==> src/rtl/lcd_write_ctrl.sv <==
// -----------------------------------------------------------------------------
// lcd_write_ctrl
//
// Timing engine for an HD44780-style character LCD. Byte-wide command/data
// writes arrive over a valid/ready handshake, are buffered, and are replayed
// onto the panel pins with setup, enable-pulse, hold and execution-wait
// intervals, so software never has to bit-bang the panel.
//
// Build option:
//   LCD_FIFO_EN  defined   -> FIFO_DEPTH-entry request FIFO (FIFO_DEPTH >= 2,
//                             power of two)
//                undefined -> single holding register, FIFO_DEPTH ignored
//
// Ports:
//   clk_i        in   1  clock
//   rst_ni       in   1  asynchronous active-low reset
//   req_valid_i  in   1  write request present
//   req_rs_i     in   1  0 = command, 1 = data
//   req_data_i   in   8  byte to write
//   req_ready_o  out  1  request can be accepted this cycle
//   busy_o       out  1  buffer non-empty or a write is in progress
//   lcd_on_o     out  1  panel power/backlight enable
//   lcd_en_o     out  1  LCD enable strobe
//   lcd_rs_o     out  1  LCD register select
//   lcd_rw_o     out  1  LCD read/write (always write)
//   lcd_data_o   out  8  LCD data bus
// -----------------------------------------------------------------------------
module lcd_write_ctrl #(
    parameter int SETUP_CYC    = 2,
    parameter int PULSE_CYC    = 12,
    parameter int HOLD_CYC     = 2,
    parameter int WAIT_CYC     = 2000,
    parameter int CLR_WAIT_CYC = 82000,
    parameter int FIFO_DEPTH   = 4
) (
    input  logic       clk_i,
    input  logic       rst_ni,
    input  logic       req_valid_i,
    input  logic       req_rs_i,
    input  logic [7:0] req_data_i,
    output logic       req_ready_o,
    output logic       busy_o,
    output logic       lcd_on_o,
    output logic       lcd_en_o,
    output logic       lcd_rs_o,
    output logic       lcd_rw_o,
    output logic [7:0] lcd_data_o
);

    // One down-counter serves every interval, so it is sized for the longest.
    localparam int MAX_SP  = (SETUP_CYC > PULSE_CYC) ? SETUP_CYC : PULSE_CYC;
    localparam int MAX_SPH = (MAX_SP > HOLD_CYC) ? MAX_SP : HOLD_CYC;
    localparam int MAX_W   = (WAIT_CYC > CLR_WAIT_CYC) ? WAIT_CYC : CLR_WAIT_CYC;
    localparam int MAX_CYC = (MAX_SPH > MAX_W) ? MAX_SPH : MAX_W;
    localparam int CNT_W   = (MAX_CYC > 1) ? $clog2(MAX_CYC) : 1;

    localparam logic [CNT_W-1:0] SETUP_LOAD = CNT_W'(SETUP_CYC - 1);
    localparam logic [CNT_W-1:0] PULSE_LOAD = CNT_W'(PULSE_CYC - 1);
    localparam logic [CNT_W-1:0] HOLD_LOAD  = CNT_W'(HOLD_CYC - 1);
    localparam logic [CNT_W-1:0] WAIT_LOAD  = CNT_W'(WAIT_CYC - 1);
    localparam logic [CNT_W-1:0] CLR_LOAD   = CNT_W'(CLR_WAIT_CYC - 1);

    typedef enum logic [2:0] {
        ST_IDLE,
        ST_SETUP,
        ST_PULSE,
        ST_HOLD,
        ST_WAIT
    } state_t;

    // Buffer interface
    logic       push;
    logic       pop;
    logic       buf_empty;
    logic       buf_full;
    logic       head_rs;
    logic [7:0] head_data;

    assign push = req_valid_i && req_ready_o;

`ifdef LCD_FIFO_EN
    localparam int AW = $clog2(FIFO_DEPTH);

    logic [8:0]  mem_q [FIFO_DEPTH];
    logic [AW:0] wr_ptr_q;
    logic [AW:0] rd_ptr_q;

    // Extra MSB is the wrap bit: equal pointers mean empty, equal indices
    // with differing wrap bits mean full.
    assign buf_empty = (wr_ptr_q == rd_ptr_q);
    assign buf_full  = (wr_ptr_q[AW] != rd_ptr_q[AW]) &&
                       (wr_ptr_q[AW-1:0] == rd_ptr_q[AW-1:0]);
    assign {head_rs, head_data} = mem_q[rd_ptr_q[AW-1:0]];

    always_ff @(posedge clk_i or negedge rst_ni) begin
        if (!rst_ni) begin
            wr_ptr_q <= '0;
            rd_ptr_q <= '0;
        end else begin
            if (push) begin
                wr_ptr_q <= wr_ptr_q + (AW+1)'(1);
            end
            if (pop) begin
                rd_ptr_q <= rd_ptr_q + (AW+1)'(1);
            end
        end
    end

    // Storage needs no reset: resetting the pointers discards the contents.
    always_ff @(posedge clk_i) begin
        if (push) begin
            mem_q[wr_ptr_q[AW-1:0]] <= {req_rs_i, req_data_i};
        end
    end
`else
    logic       hold_valid_q;
    logic [8:0] hold_q;

    assign buf_empty = !hold_valid_q;
    assign buf_full  = hold_valid_q;
    assign {head_rs, head_data} = hold_q;

    // Push only happens when empty and pop only when full, so they never
    // coincide.
    always_ff @(posedge clk_i or negedge rst_ni) begin
        if (!rst_ni) begin
            hold_valid_q <= 1'b0;
            hold_q       <= '0;
        end else if (push) begin
            hold_valid_q <= 1'b1;
            hold_q       <= {req_rs_i, req_data_i};
        end else if (pop) begin
            hold_valid_q <= 1'b0;
        end
    end
`endif

    // Clear display (0x01) and return home (0x02/0x03) need the long wait.
    logic head_is_clr;
    assign head_is_clr = !head_rs &&
                         ((head_data == 8'h01) || (head_data == 8'h02) ||
                          (head_data == 8'h03));

    // FSM and pin registers
    state_t           state_q, state_d;
    logic [CNT_W-1:0] cnt_q, cnt_d;
    logic             en_q, en_d;
    logic             rs_q, rs_d;
    logic [7:0]       data_q, data_d;
    logic             long_q, long_d;
    logic             on_q;

    always_ff @(posedge clk_i or negedge rst_ni) begin
        if (!rst_ni) begin
            state_q <= ST_IDLE;
            cnt_q   <= '0;
            en_q    <= 1'b0;
            rs_q    <= 1'b0;
            data_q  <= 8'h00;
            long_q  <= 1'b0;
            on_q    <= 1'b0;
        end else begin
            state_q <= state_d;
            cnt_q   <= cnt_d;
            en_q    <= en_d;
            rs_q    <= rs_d;
            data_q  <= data_d;
            long_q  <= long_d;
            on_q    <= 1'b1;
        end
    end

    always_comb begin
        state_d = state_q;
        cnt_d   = cnt_q;
        en_d    = en_q;
        rs_d    = rs_q;
        data_d  = data_q;
        long_d  = long_q;
        pop     = 1'b0;

        case (state_q)
            ST_IDLE: begin
                if (!buf_empty) begin
                    pop     = 1'b1;
                    rs_d    = head_rs;
                    data_d  = head_data;
                    long_d  = head_is_clr;
                    cnt_d   = SETUP_LOAD;
                    en_d    = 1'b0;
                    state_d = ST_SETUP;
                end
            end
            ST_SETUP: begin
                if (cnt_q == '0) begin
                    cnt_d   = PULSE_LOAD;
                    en_d    = 1'b1;
                    state_d = ST_PULSE;
                end else begin
                    cnt_d = cnt_q - CNT_W'(1);
                end
            end
            ST_PULSE: begin
                if (cnt_q == '0) begin
                    cnt_d   = HOLD_LOAD;
                    en_d    = 1'b0;
                    state_d = ST_HOLD;
                end else begin
                    cnt_d = cnt_q - CNT_W'(1);
                end
            end
            ST_HOLD: begin
                if (cnt_q == '0) begin
                    cnt_d   = long_q ? CLR_LOAD : WAIT_LOAD;
                    state_d = ST_WAIT;
                end else begin
                    cnt_d = cnt_q - CNT_W'(1);
                end
            end
            ST_WAIT: begin
                if (cnt_q == '0) begin
                    state_d = ST_IDLE;
                end else begin
                    cnt_d = cnt_q - CNT_W'(1);
                end
            end
            default: begin
                en_d    = 1'b0;
                cnt_d   = '0;
                state_d = ST_IDLE;
            end
        endcase
    end

    // Ready is gated by reset so it reads low while rst_ni is asserted and
    // high as soon as it is released.
    assign req_ready_o = rst_ni && !buf_full;
    assign busy_o      = (state_q != ST_IDLE) || !buf_empty;
    assign lcd_on_o    = on_q;
    assign lcd_en_o    = en_q;
    assign lcd_rs_o    = rs_q;
    assign lcd_rw_o    = 1'b0;
    assign lcd_data_o  = data_q;

endmodule

==> config.mk <==
export PLATFORM = sky130hd
export DESIGN_NAME = lcd_write_ctrl
export DESIGN_NICKNAME = d
export VERILOG_FILES = /design/src/rtl/lcd_write_ctrl.sv
export SDC_FILE = /design/constraint.sdc
export NUM_CORES = 1
export LEC_CHECK = 0
export CAP_MARGIN = 10
export CELL_PAD_IN_SITES_DETAIL_PLACEMENT = 0
export CELL_PAD_IN_SITES_GLOBAL_PLACEMENT = 1
export CORE_MARGIN = 1.5
export CORE_UTILIZATION = 47
export DETAILED_ROUTE_END_ITERATION = 12
export GPL_ROUTABILITY_DRIVEN = 0
export MAX_ROUTING_LAYER = met4
export PLACE_DENSITY = 0.92
export SYNTH_ARGS = -nofsm -noshare
export SYNTH_HDL_FRONTEND = slang
export SYNTH_SLANG_ARGS = --single-unit
==> constraint.sdc <==
create_clock -name clk_i -period 5.39 [get_ports clk_i]
set_input_delay 1.078 -clock clk_i [delete_from_list [all_inputs] [get_ports clk_i]]
set_output_delay 1.078 -clock clk_i [all_outputs]
set_load 0.05 [all_outputs]
==> run metrics, run 1 <==
Clock transition at path regs=about 0.090 ns; post-route insts no fill=296; initial antenna violation count=0; Post-Route WL=4.96 mm; Core Region=4470 µm²; synth warn=0; Slew headroom=0.347; Sw Ratio=0.282; pin count of the biggest net entering global routing=43; First DRT Iteration DRCs=between 80 and 90; Startpoint Class=register; die width=71.9 µm; kind of cell adding the most delay to the critical path=buffers and inverters; final-report setup violation count=0; Most used DFF post-synth=dfrtp_1; synth-to-layout area growth=16.1%; via count=1800; Data arrival, critical path=between 2 and 2.5 ns; CTS tree=done; Crit Path Category=reg -> out; most common cell after layout, fill and taps aside=dfrtp_1; H-tree depth=2; vias in the first global route=1715; CTS Hold Buffers Added=0; # fillers=a little under 400; PnR worst setup slack=1.85 ns; nets=257; Overall Global Routing Usage=0.219; Final Cycle Share=0.658; Worst Setup End Kind=output port; Min-Delay Path Class=reg -> reg; setup tns final=0 ns; Reg power frac=0.559; Async S/R FF share, synth=1.00; number of library cell types mapped by synthesis=53; min Tclk post-route=3.55 ns; post-DR wirelength/cell=16.8 µm; sequential cell area fraction in the yosys report=0.471; CTS buffer count=5; syn_area_per_cell=just over 10 µm²; Die Footprint=a little over 5000 µm²; Post-synth EDFFs=0; PwrDens=263 nW/µm²; CTS sink cnt=42; Required @ worst endpoint=4.31 ns; Rows=24; DRC Markers=0; commonest non-fill, non-tap cells in the layout=dfrtp_1, clkdlybuf4s50_1, mux2_2; post-CTS resize count=0; I/O Buffers=24; CP Buf/Inv Count=2; Hold Fails Final Rpt=0; CP cell instances=or3_1 -> nor2_1 -> inv_1 -> clkdlybuf4s50_1; Yosys reg bits=between 40 and 50; vias per inst=about 6; clk_skew=~0.0064 ns; Cell Int Power=0.488 mW; Syn Nets=235; Starting Density=0.499; postcts setup bufs=0; power share of the combinational group=0.119; Clock Power Share=0.321; RSZ-0062 raised after global routing=false; Slew Limit Fails=0; pre-CTS setup slack=2.07 ns; total gr overflow=0; Leakage=1.03 nW; I/O pin cnt=26; Max-cap violations=0; Cells after Synth=roughly 220; DP HPWL=about 3.5 mm; clock latency on the worst-skew pair=0.31 ns; first-pass GRT wire length=8.40 mm; CTS max path bufs=2; Post-Syn Area=approximately 2200 µm²; number of iterations in the first detailed-routing pass=5; Critical-path top delay cell=clkdlybuf4s50_1; Psw=0.192 mW; Peak Freq=between 0.2 and 0.3 GHz; CP max stage delay=0.73 ns; hold slack=0.513 ns; DRT antenna net count=0; Clk Tree Root Cell=clkbuf_8; status=completed; Worst VDD drop=0.234 mV; slew of the pin with the lowest slew margin=0.971 ns; critical-path maximum fanout=19; Diodes inserted=0; die height=71.9 µm; layout cells sized above 1=0.152; # placed instances=288
[flip-flops by register name, indices dropped and copies added, names as in the netlist]
register / count
buf_full: 1
cnt_q: 17
hold_q: 9
lcd_data_o: 8
lcd_en_o: 1
lcd_on_o: 1
lcd_rs_o: 1
long_q: 1
state_q: 3
[worst paths after layout]
| kind | start | end | slack [ns] | cells past startpoint |
|---|---|---|---|---|
| worst min register to register | lcd_rs_o | lcd_rs_o | 0.51 | 1 |
| max in group asynchronous | rst_ni | state_q[1] | 4.14 | 2 |
| worst max register to register | cnt_q[5] | cnt_q[7] | 2.39 | 5 |
| worst min-delay path | lcd_rs_o | lcd_rs_o | 0.51 | 1 |
| worst max-delay path | state_q[2] | busy_o | 1.85 | 4 |
| min in group asynchronous | rst_ni | cnt_q[13] | 0.89 | 2 |
[cell families (layout without fill, tap and decap cells)]
group,Yosys count,count (layout),share of synthesized area
compound gates,60,60,0.186
xor+xnor,5,5,0.0196
fa+ha+maj,2,2,0.0112
buf+inv,16,39,0.0286
flops,42,42,0.471
mux,19,19,0.0953
other cells,2,2,0.00337
simple gates,75,75,0.185
[worst register-to-register path, stage by stage (launching register included)]
cell      delay [ns]
dfrtp_1         0.45
nor4_1          0.55
nand4b_1        0.51
nor4_1          0.98
and2b_1         0.33
a211o_1         0.13
[cell usage after synthesis, types with 2 or more instances]
master     n  area share
a21oi_1   14       0.031
nor3b_1    2      0.0067
nand4_1    3      0.0084
nor2b_1    3      0.0084
a211o_1    6       0.024
mux2_2    18       0.091
nor4_1     6       0.017
or4_1      4       0.013
a31oi_1    3      0.0084
o21ai_0   10       0.022
nor2_1    13       0.022
and2_1     2      0.0056
nand3_1    4      0.0090
or3_1      4       0.011
inv_1      6       0.010
nor3_1    11       0.025
dfrtp_1   42        0.47
xor2_1     4       0.016
clkbuf_1   9       0.015
or2_2      2      0.0056
conb_1     2      0.0034
o211ai_1   2      0.0067
o21a_1     4       0.013
o31ai_1    2      0.0067
ha_1       2       0.011
a211oi_1   3       0.010
nand2_1   14       0.024
[power by group through the flow]
stage | registers [mW] | clock network [mW] | logic, mW
finish | 0.380 | 0.219 | 0.0813
global route | 0.386 | 0.233 | 0.0900
CTS | 0.381 | 0.223 | 0.0830
detailed placement | 0.387 | 0 | 0.0827
global placement | 0.385 | 0 | 0.0798
floorplan | 0.388 | 0 | 0.0449
[final cells by class]
cell class / instances / area, µm² / share of cell area
Tap cell: 52 / 65.1 / 0.0251
Clock buffer: 5 / 68.8 / 0.0266
Multi-Input combinational cell: 163 / 1120 / 0.431
Clock inverter: 3 / 23.8 / 0.00918
Inverter: 6 / 22.5 / 0.00870
Timing Repair Buffer: 25 / 243 / 0.0937
Sequential cell: 42 / 1050 / 0.406
[per-stage QoR]
stage          total power, mW  area, µm²  utilization
6_report                 0.680       2590        0.579
5_1_grt                  0.709       2590        0.579
4_1_cts                  0.687       2590        0.579
3_5_place_dp             0.470       2500        0.558
3_3_place_gp             0.465       2500        0.558
2_1_floorplan            0.433       2230            -
[routing by layer]
metal | vias to the layer above | share of wire | track usage
li1 | 881 | - | -
met1 | 872 | 0.49 | 0.291
met2 | 41 | 0.46 | 0.341
met3 | 6 | 0.038 | 0.0389
met4 | 0 | 0.014 | 0.0776
met5 | - | 0 | -
No activity file was read; power rests on OpenSTA's default activity.
==> inputs of run 2 (changes only) <==
- CORE_UTILIZATION: 47 -> 39
- PLACE_DENSITY: 0.92 -> 0.82
- clock period: 5.39 -> 2.8 ns (I/O delays scaled with it)
==> run 2 against run 1 <==
Compared with the run above: hold slack got worse by 0.12 ns; via count is 4.6% higher; register-to-register slack worse by 2.0 ns; largest cell class unchanged; sequential share of layout area fell by 1.6 points; critical path type is now reg -> reg; clock skew grew 0.0069 ns; first-iteration DRC count up 85%; setup slack worse by 1.5 ns; critical endpoint is now cnt_q[16]; count of clock-buffer cells in the layout unchanged; largest power group unchanged; highest routed layer unchanged; sequential power up 92%; non-clock buffer count increased by 7.
==> run metrics, run 2 (synthesis gave the netlist of run 1 again) <==
initial antenna violation count=0 (unchanged); DRT antenna net count=0 (unchanged); nets=264 (+2.7%); number of iterations in the first detailed-routing pass=4 (-1); die height=78.6 µm (+9.4%); Startpoint Class=register; Crit Path Category=reg -> reg; CTS Hold Buffers Added=0 (unchanged); First DRT Iteration DRCs=150 (+85%); Final Util=0.490 (-0.0892); Post-Route WL=5.23 mm (+5.4%); die width=78.6 µm (+9.4%); post-DR wirelength/cell=16.2 µm (-3.4%); Worst Setup End Kind=register; Slew headroom=0.551 (+0.204); clk_skew=0.0134 ns (+0.00693 ns); Reg power frac=0.528 (-0.031); Max-cap violations=0 (unchanged); Clk Tree Root Cell=clkbuf_8; total gr overflow=0 (unchanged); Data arrival, critical path=2.66 ns (+0.19 ns); Overall Global Routing Usage=0.191 (-0.0283); slew of the pin with the lowest slew margin=0.669 ns (-0.302 ns); final-report setup violation count=0 (unchanged); Sw Ratio=0.256 (-0.0264); Reg2Reg Launch Point=cnt_q[5]; critical-path maximum fanout=9 (-10); Starting Density=0.405 (-0.0935); Slew Limit Fails=0 (unchanged); max reg flops=17 (unchanged); most common cell after layout, fill and taps aside=dfrtp_1; Psw=0.354 mW (+85%); Largest Register=cnt_q; CP Launch Point=cnt_q[5]; I/O Buffers=24 (unchanged); Worst VDD drop=0.291 mV (+24%); post-CTS resize count=0 (unchanged); postcts setup bufs=0 (unchanged); min Tclk post-route=2.45 ns; CTS sink cnt=42 (unchanged); DRC Markers=0 (unchanged); Cell Int Power=1.03 mW (+110%); PnR worst setup slack=0.348 ns (-1.50 ns); RSZ-0062 raised after global routing=false; layout cells sized above 1=0.183 (+0.0316); CTS tree=done; DP HPWL=3.74 mm (+7.4%); Final Cycle Share=0.876; I/O pin cnt=26 (unchanged); Clock Power Share=0.356 (+0.035); power share of the combinational group=0.116 (-0.003); Leakage=1.08 nW (+4.7%); vias in the first global route=1815 (+5.8%); CP max stage delay=0.54 ns (-0.19 ns); pin count of the biggest net entering global routing=43 (unchanged); Peak Freq=0.408 GHz; first-pass GRT wire length=8.89 mm (+5.8%); status=completed; Required @ worst endpoint=3.00 ns (-1.31 ns); setup tns final=0 ns (unchanged); clock latency on the worst-skew pair=0.30 ns (about the same); Hold Fails Final Rpt=0 (unchanged); pre-CTS setup slack=0.414 ns (-1.66 ns); Clock transition at path regs=0.10 ns (about the same); Rows=27 (+13%); commonest non-fill, non-tap cells in the layout=dfrtp_1, clkdlybuf4s50_1, mux2_2; Min-Delay Path Class=in -> async; vias per inst=5.83 (-4.2%); H-tree depth=2 (unchanged); Diodes inserted=0 (unchanged); via count=1882 (+4.6%); synth-to-layout area growth=20.9%; CTS buffer count=5 (unchanged); Die Footprint=6180 µm² (+20%); PwrDens=514 nW/µm² (+96%); Core Region=5510 µm² (+23%); Critical-path top delay cell=o21ai_1; CP cell instances=nor4_1 -> nand4b_1 -> buf_4 -> o21ai_1 -> a21oi_1 -> a211oi_1; CTS max path bufs=2 (unchanged)
-- run 2: layout make-up --
type                    count  area [µm²]
well taps                  72        90.1
inverters                   6        22.5
flip-flops and latches     42        1050
clock buffers               5        68.8
fillers                   526        2810
clock inverters             3        45.0
repair buffers             32         303
multi-input cells         163        1120
-- run 2: per-layer routing --
layer / routed length [µm] / share of wire / vias to the layer above / global-route usage
li1: - / - / 887 / -
met1: 2350 / 0.45 / 919 / 0.261
met2: 2470 / 0.47 / 72 / 0.290
met3: 371 / 0.071 / 4 / 0.0337
met4: 44 / 0.0084 / 0 / 0.0571
met5: 0 / 0 / - / -
-- run 2: stage by stage --
step | power [mW] | area (µm²) | cells | hold WS, ns
2_1_floorplan | 0.833 | 2230 | 221 | 0.264
3_3_place_gp | 0.900 | 2580 | 315 | 0.490
3_5_place_dp | 0.906 | 2580 | 315 | 0.496
4_1_cts | 1.40 | 2700 | 323 | 0.426
5_1_grt | 1.44 | 2700 | 323 | 0.460
6_report | 1.38 | 2700 | 323 | 0.390
-- run 2: power by group through the flow --
stage / Clock [mW] / Combinational (mW) / Sequential (mW)
floorplan: 0 / 0.0864 / 0.747
global placement: 0 / 0.159 / 0.741
detailed placement: 0 / 0.163 / 0.743
CTS: 0.503 / 0.164 / 0.731
global route: 0.522 / 0.176 / 0.741
finish: 0.493 / 0.161 / 0.731
-- run 2: final timing paths --
kind / to / slack (ns) / cells past startpoint
hold reg to reg: lcd_data_o[7] / 0.51 / 1
hold / removal: cnt_q[12] / 0.39 / 2
setup / recovery: cnt_q[16] / 0.35 / 6
min in group clk_i: lcd_data_o[7] / 0.51 / 1
max in group asynchronous: cnt_q[15] / 2.02 / 2
setup reg to reg: cnt_q[16] / 0.35 / 6
-- run 2: critical path: cells and delay by family (launching register included) --
| family | cells | cell delay [ns] |
|---|---|---|
| flops | 1 | 0.44 |
| compound gates | 3 | 0.88 |
| simple gates | 2 | 0.77 |
| buf+inv | 1 | 0.26 |
